===== config.mk =====
export PLATFORM = sky130hd
export DESIGN_NAME = tug_match_ctrl_flat
export DESIGN_NICKNAME = d
export VERILOG_FILES = /design/src/rtl/tug_pkg.sv /design/src/rtl/tug_match_ctrl_if.sv /design/src/rtl/tug_round_timer.sv /design/src/rtl/tug_match_ctrl.sv /design/src/flat_wrapper.sv
export SDC_FILE = /design/constraint.sdc
export NUM_CORES = 1
export LEC_CHECK = 0
export CAP_MARGIN = 0
export CORE_ASPECT_RATIO = 1.1
export CORE_MARGIN = 2
export CORE_UTILIZATION = 50
export DETAILED_ROUTE_END_ITERATION = 8
export PLACE_DENSITY_LB_ADDON = 0.2
export SLEW_MARGIN = 10
export SYNTH_ARGS = -nofsm -noshare
export SYNTH_HDL_FRONTEND = slang
export SYNTH_SLANG_ARGS = --single-unit

===== constraint.sdc =====
create_clock -name clk -period 2.7 [get_ports clk]
set_input_delay 0.405 -clock clk [delete_from_list [all_inputs] [get_ports clk]]
set_output_delay 0.405 -clock clk [all_outputs]
set_load 0.02 [all_outputs]

===== src/rtl/tug_pkg.sv =====
// Shared types and constants for the tug-of-war match controller.
package tug_pkg;

  localparam int SCORE_W = 3;
  localparam int AI_W    = 9;

  typedef enum logic [2:0] {
    IDLE,
    SERVE,
    PLAY,
    ROUND_END,
    MATCH_OVER
  } tug_state_t;

  localparam logic [1:0] WIN_NONE  = 2'b00;
  localparam logic [1:0] WIN_RIGHT = 2'b01;
  localparam logic [1:0] WIN_LEFT  = 2'b10;

  // Bits needed to hold the larger of two cycle counts minus one.
  function automatic int tmr_width(input int a, input int b);
    int m;
    m = (a > b) ? a : b;
    return (m <= 2) ? 1 : $clog2(m);
  endfunction

endpackage


===== src/rtl/tug_match_ctrl_if.sv =====
// Game-side signals of the match controller: win inputs, start, field control and scores.
interface tug_match_ctrl_if;
  import tug_pkg::*;

  logic               start;
  logic               winL;
  logic               winR;
  logic               field_reset;
  logic               play_en;
  logic [SCORE_W-1:0] scoreL;
  logic [SCORE_W-1:0] scoreR;
  logic [1:0]         round_winner;
  logic               match_over;
  logic [AI_W-1:0]    ai_threshold;

  modport master (
    output start, winL, winR,
    input  field_reset, play_en, scoreL, scoreR, round_winner, match_over, ai_threshold
  );

  modport slave (
    input  start, winL, winR,
    output field_reset, play_en, scoreL, scoreR, round_winner, match_over, ai_threshold
  );

endinterface


===== src/rtl/tug_round_timer.sv =====
// Loadable down-counter shared by the serve and round-end phases; stops at zero.
module tug_round_timer #(
  parameter int W = 3
) (
  input  logic         clk,
  input  logic         rst_n,
  input  logic         load,
  input  logic         en,
  input  logic [W-1:0] load_val,
  output logic         zero
);

  logic [W-1:0] count;

  always_ff @(posedge clk or negedge rst_n) begin
    if (!rst_n) begin
      count <= '0;
    end else if (load) begin
      count <= load_val;
    end else if (en && (count != '0)) begin
      count <= count - 1'b1;
    end
  end

  assign zero = (count == '0);

endmodule


===== src/rtl/tug_match_ctrl.sv =====
// Round/match sequencer for tug-of-war; optional AI threshold ramp under TUG_AI_RAMP_EN.
//   state      | meaning
//   IDLE       | after reset, field held in reset, waiting for start
//   SERVE      | field held in reset for SERVE_CYCLES
//   PLAY       | buttons live, waiting for a single-side win pulse
//   ROUND_END  | result shown for END_CYCLES, buttons gated
//   MATCH_OVER | a side reached WIN_ROUNDS, everything frozen until start
module tug_match_ctrl
  import tug_pkg::*;
#(
  parameter int unsigned     WIN_ROUNDS     = 7,
  parameter int unsigned     SERVE_CYCLES   = 4,
  parameter int unsigned     END_CYCLES     = 8,
  parameter logic [AI_W-1:0] AI_THRESH_INIT = 9'd256
`ifdef TUG_AI_RAMP_EN
  , parameter logic [AI_W-1:0] AI_STEP      = 9'd32
`endif
) (
  input  logic             clk,
  input  logic             rst_n,
  tug_match_ctrl_if.slave  bus
);

  localparam int TW = tmr_width(int'(SERVE_CYCLES), int'(END_CYCLES));
  localparam logic [TW-1:0]      SERVE_LOAD = TW'(SERVE_CYCLES - 1);
  localparam logic [TW-1:0]      END_LOAD   = TW'(END_CYCLES - 1);
  localparam logic [SCORE_W-1:0] WIN_MAX    = SCORE_W'(WIN_ROUNDS);

  tug_state_t state, state_nx;

  logic [SCORE_W-1:0] score_l, score_r;
  logic [SCORE_W-1:0] score_l_inc, score_r_inc;
  logic [1:0]         round_winner;

  logic          tmr_load, tmr_en, tmr_zero;
  logic [TW-1:0] tmr_val;
  logic          new_match, enter_serve, inc_r, inc_l;

  assign score_l_inc = score_l + 1'b1;
  assign score_r_inc = score_r + 1'b1;

  tug_round_timer #(.W(TW)) u_timer (
    .clk      (clk),
    .rst_n    (rst_n),
    .load     (tmr_load),
    .en       (tmr_en),
    .load_val (tmr_val),
    .zero     (tmr_zero)
  );

  always_ff @(posedge clk or negedge rst_n) begin
    if (!rst_n) begin
      state <= IDLE;
    end else begin
      state <= state_nx;
    end
  end

  always_comb begin
    state_nx    = state;
    tmr_load    = 1'b0;
    tmr_val     = SERVE_LOAD;
    tmr_en      = (state == SERVE) || (state == ROUND_END);
    new_match   = 1'b0;
    enter_serve = 1'b0;
    inc_r       = 1'b0;
    inc_l       = 1'b0;
    case (state)
      IDLE, MATCH_OVER: begin
        if (bus.start) begin
          state_nx    = SERVE;
          tmr_load    = 1'b1;
          new_match   = 1'b1;
          enter_serve = 1'b1;
        end
      end
      SERVE: begin
        if (tmr_zero) state_nx = PLAY;
      end
      PLAY: begin
        // Simultaneous wins cancel out and the round simply continues.
        if (bus.winR && !bus.winL) begin
          inc_r = 1'b1;
          if (score_r_inc == WIN_MAX) begin
            state_nx = MATCH_OVER;
          end else begin
            state_nx = ROUND_END;
            tmr_load = 1'b1;
            tmr_val  = END_LOAD;
          end
        end else if (bus.winL && !bus.winR) begin
          inc_l = 1'b1;
          if (score_l_inc == WIN_MAX) begin
            state_nx = MATCH_OVER;
          end else begin
            state_nx = ROUND_END;
            tmr_load = 1'b1;
            tmr_val  = END_LOAD;
          end
        end
      end
      ROUND_END: begin
        if (tmr_zero) begin
          state_nx    = SERVE;
          tmr_load    = 1'b1;
          enter_serve = 1'b1;
        end
      end
      default: state_nx = IDLE;
    endcase
  end

  always_ff @(posedge clk or negedge rst_n) begin
    if (!rst_n) begin
      score_l      <= '0;
      score_r      <= '0;
      round_winner <= WIN_NONE;
    end else begin
      if (new_match) begin
        score_l <= '0;
        score_r <= '0;
      end else if (inc_r) begin
        score_r <= score_r_inc;
      end else if (inc_l) begin
        score_l <= score_l_inc;
      end

      if (enter_serve) begin
        round_winner <= WIN_NONE;
      end else if (inc_r) begin
        round_winner <= WIN_RIGHT;
      end else if (inc_l) begin
        round_winner <= WIN_LEFT;
      end
    end
  end

`ifdef TUG_AI_RAMP_EN
  logic [AI_W-1:0] ai_thr;

  // Compare in AI_W+1 bits so a large step cannot overflow the floor test.
  always_ff @(posedge clk or negedge rst_n) begin
    if (!rst_n) begin
      ai_thr <= AI_THRESH_INIT;
    end else if (new_match) begin
      ai_thr <= AI_THRESH_INIT;
    end else if (inc_r) begin
      if ({1'b0, ai_thr} >= {AI_STEP, 1'b0}) begin
        ai_thr <= ai_thr - AI_STEP;
      end else begin
        ai_thr <= AI_STEP;
      end
    end
  end

  assign bus.ai_threshold = ai_thr;
`else
  assign bus.ai_threshold = AI_THRESH_INIT;
`endif

  assign bus.field_reset  = (state == IDLE) || (state == SERVE);
  assign bus.play_en      = (state == PLAY);
  assign bus.match_over   = (state == MATCH_OVER);
  assign bus.scoreL       = score_l;
  assign bus.scoreR       = score_r;
  assign bus.round_winner = round_winner;

endmodule


===== src/flat_wrapper.sv =====
// flat-port wrapper written by rule: the top's interface ports become plain ports
module tug_match_ctrl_flat import tug_pkg::*;
#(
  parameter int unsigned     WIN_ROUNDS     = 7,
  parameter int unsigned     SERVE_CYCLES   = 4,
  parameter int unsigned     END_CYCLES     = 8,
  parameter logic [AI_W-1:0] AI_THRESH_INIT = 9'd256

)
  (clk, rst_n, bus_start, bus_winL, bus_winR, bus_field_reset, bus_play_en, bus_scoreL, bus_scoreR, bus_round_winner, bus_match_over, bus_ai_threshold);
  tug_match_ctrl_if bus_i ();
  input  logic clk;
  input  logic rst_n;
  input wire logic [$bits(bus_i.start)-1:0] bus_start;
  input wire logic [$bits(bus_i.winL)-1:0] bus_winL;
  input wire logic [$bits(bus_i.winR)-1:0] bus_winR;
  output wire logic [$bits(bus_i.field_reset)-1:0] bus_field_reset;
  output wire logic [$bits(bus_i.play_en)-1:0] bus_play_en;
  output wire logic [$bits(bus_i.scoreL)-1:0] bus_scoreL;
  output wire logic [$bits(bus_i.scoreR)-1:0] bus_scoreR;
  output wire logic [$bits(bus_i.round_winner)-1:0] bus_round_winner;
  output wire logic [$bits(bus_i.match_over)-1:0] bus_match_over;
  output wire logic [$bits(bus_i.ai_threshold)-1:0] bus_ai_threshold;
  assign bus_i.start = bus_start;
  assign bus_i.winL = bus_winL;
  assign bus_i.winR = bus_winR;
  assign bus_field_reset = bus_i.field_reset;
  assign bus_play_en = bus_i.play_en;
  assign bus_scoreL = bus_i.scoreL;
  assign bus_scoreR = bus_i.scoreR;
  assign bus_round_winner = bus_i.round_winner;
  assign bus_match_over = bus_i.match_over;
  assign bus_ai_threshold = bus_i.ai_threshold;
  tug_match_ctrl #(.WIN_ROUNDS(WIN_ROUNDS), .SERVE_CYCLES(SERVE_CYCLES), .END_CYCLES(END_CYCLES), .AI_THRESH_INIT(AI_THRESH_INIT)) u_core (.clk(clk), .rst_n(rst_n), .bus(bus_i));
endmodule

==> metrics.txt <==
max_cap viols 0; area leader, netlist dfrtp_1; Yosys top cell area share 38.1%; #FFs+latches synth 14; Final #Nets 129; clk slew on worst S/H paths 0.08 ns; CTS Root Cell clkbuf_4; GRT Util Overall 17.5%; Worst path depth 2; RSZ-0062 raised after global routing false; PortBufs 15; vias per cell 5.19; HPWL Detailed 1250 µm; worst r2r src u_core.bus.scoreL[0]; CP max-delay cell clkdlybuf4s50_1; clk buf depth 2; CP Cell Sequence nor3b_4 > clkdlybuf4s50_1; Hold Buf Count CTS 0; Layout Skew 0.00211 ns; Routed wire per std cell 12.0 µm; M3 GR Usage 2.22%; Worst EP required 2.30 ns; Core ar. 1760 µm²; met2 Use GR 27.5%; final number of max-transition violations 0; Syn Area/Cell 9.28 µm²; kind of critical path reg2out; setup TNS 0 ns; Iteration-0 DRC Markers 6; Flop pwr share 36.0%; crit-path max FO 8; CTS buffer count 3; Critical Path Start Type flop; Via Count 690; pin count of the biggest net entering global routing 15; share of layout cells above drive strength 1 5.22%; antenna violations before repair 0; final WL 1590 µm; setup violators final 0; remaining antenna violation count 0; EDFF count, synth 0; crit path from u_core.state[1]; routability congestion estimate 0.784; setup bufs post-CTS 0; most used flip-flop cell after synthesis dfrtp_1; # diodes 0; row count 16; async set-reset flop share out of synthesis 100%; endpoint type of the worst setup path output pin; CP peak stage delay 0.68 ns; fillers 162; area delta synth->final 17.0%; Die ar. 2200 µm²; Tmin final 2.25 ns; worst hold path class in2async; power density cells 927 nW/µm²; cells resized by post-CTS repair 0; Sink Count 14; CTS tree built; Post-DP Area 1040 µm²; Max-slew headroom 58.5%; IO Pins 25; Crit path max-delay family buffers and inverters; Hold Violations, Final 0; Worst Max-Slew Pin Slew 0.620 ns; met1 Use GR 22.3%; worst reg2reg path depth 5; top cells by area, synth dfrtp_1 38%, ha_1 11%, buf_4 7.4%, nand2_1 4.9%, mux2i_1 4.4%; Die Y 49.0 µm; clock network fraction of total power 15.3%; Gate power share 48.7%; worst skew pair latency 0.29 ns; fin crit share 83.4%; VDD IR-drop max 542 µV; leakage power 0.497 nW; CTS HTree Levels 1; worst path buffer plus inverter count 1; Detailed Routing Iterations Pass 1 4; Starting Density 52.1%; Psw 0.390 mW; Synth Cell Area 918 µm²; status finished, final reports clean; Int Pwr 0.607 mW; vias in the first global route 663; register area share after synthesis 38.1%; Max Fclk 444 MHz; Die Span X 44.9 µm; total gr overflow 0; Critical Path AT 1.85 ns; switching share of power 39.1%; Yosys cell types 27; busiest grt layer met2; first-pass GRT wire length 2820 µm; synthesized instance count 99; drt drc 0; Synthesis Warnings 0; fin area 1070 µm²
## registers in the layout, summed over array words and instances, names as in the netlist
name	count
u_core.bus.scoreL	3
u_core.bus.round_winner	2
u_core.bus.scoreR	3
u_core.u_timer.count	3
u_core.state	3
## cell type report
cell class / count / area, µm² / share of cell area [%]
Multi-Input combinational cell: 73 / 482 / 44.8
Timing Repair Buffer: 15 / 150 / 14.0
Clock buffer: 4 / 36.3 / 3.38
Tap cell: 18 / 22.5 / 2.10
Inverter: 9 / 33.8 / 3.14
Sequential cell: 14 / 350 / 32.6
## cells in the final DEF (no fill, tap or decap)
master | synthesis | routed
or2b_1 | 1 | 1
o22ai_1 | 1 | 1
o2111ai_1 | 1 | 1
mux2i_1 | 4 | 4
inv_1 | 9 | 9
nand2_1 | 12 | 12
nand3b_1 | 1 | 1
xnor2_1 | 4 | 4
o21ai_0 | 5 | 5
nor2_1 | 4 | 4
nand3_1 | 8 | 8
nor3b_4 | 1 | 1
nor2_4 | 1 | 1
clkbuf_8 | 0 | 1
dfrtp_1 | 14 | 14
and2_1 | 2 | 2
a21oi_1 | 3 | 3
clkdlybuf4s50_1 | 0 | 15
nor3b_1 | 1 | 1
nor2b_1 | 2 | 2
o211ai_1 | 1 | 1
nand2b_1 | 1 | 1
ha_1 | 8 | 8
clkbuf_4 | 0 | 3
o32a_1 | 1 | 1
and2b_1 | 1 | 1
a211o_1 | 1 | 1
conb_1 | 2 | 9
## synthesized netlist by cell type, types with 2 or more instances
master   instances
a21oi_1          3
and2_1           2
buf_4            9
conb_1           2
dfrtp_1         14
ha_1             8
inv_1            9
mux2i_1          4
nand2_1         12
nand3_1          8
nor2_1           4
nor2b_1          2
o21ai_0          5
xnor2_1          4
## cell families after synthesis
kind of cell             count (synthesis)  synth area share [%]
AO/OA/AOI/OAI                           13                  8.86
XOR/XNOR                                 4                  3.81
adder cells (fa/ha/maj)                  8                  10.9
buffers and inverters                   19                  12.3
flip-flops                              14                  38.1
multiplexers                             4                  4.36
other                                    2                 0.818
AND/OR/NAND/NOR                         35                  20.8
## power by group through the flow
stage                     clock network [mW]  logic [mW]  registers (mW)
after CTS                              0.157       0.494           0.360
after global routing                   0.166       0.545           0.374
after global placement                     0       0.480           0.361
final                                  0.152       0.486           0.359
after detailed placement                   0       0.490           0.365
after floorplan                            0       0.320           0.389
## layer usage
metal | up-vias | share of wire (%)
li1 | 341 | -
met1 | 323 | 42
met2 | 21 | 50
met3 | 5 | 4.7
met4 | 0 | 3.0
met5 | - | 0
## path summary, 6_finish.rpt
kind | end | slack (ns)
setup reg to reg | u_core.u_timer.count[1] | 1.15
min in group clk | u_core.bus.round_winner[0] | 0.53
max in group asynchronous | u_core.u_timer.count[0] | 1.80
hold / removal | u_core.bus.scoreL[0] | 0.50
setup / recovery | bus_play_en | 0.45
hold reg to reg | u_core.bus.round_winner[0] | 0.53
## metrics by stage
stage / setup WS, ns / power (mW) / std cells / hold WS [ns] / utilization (%)
finish: 0.447 / 0.997 / 133 / 0.498 / 61.0
global route: 0.354 / 1.08 / 133 / 0.552 / 61.0
CTS: 0.444 / 1.01 / 133 / 0.512 / 61.0
detailed placement: 0.645 / 0.855 / 129 / 0.525 / 58.9
global placement: 0.687 / 0.841 / 129 / 0.512 / 58.9
floorplan: 1.15 / 0.710 / 106 / 0.109 / -
Power figures use the tool's default switching activity.
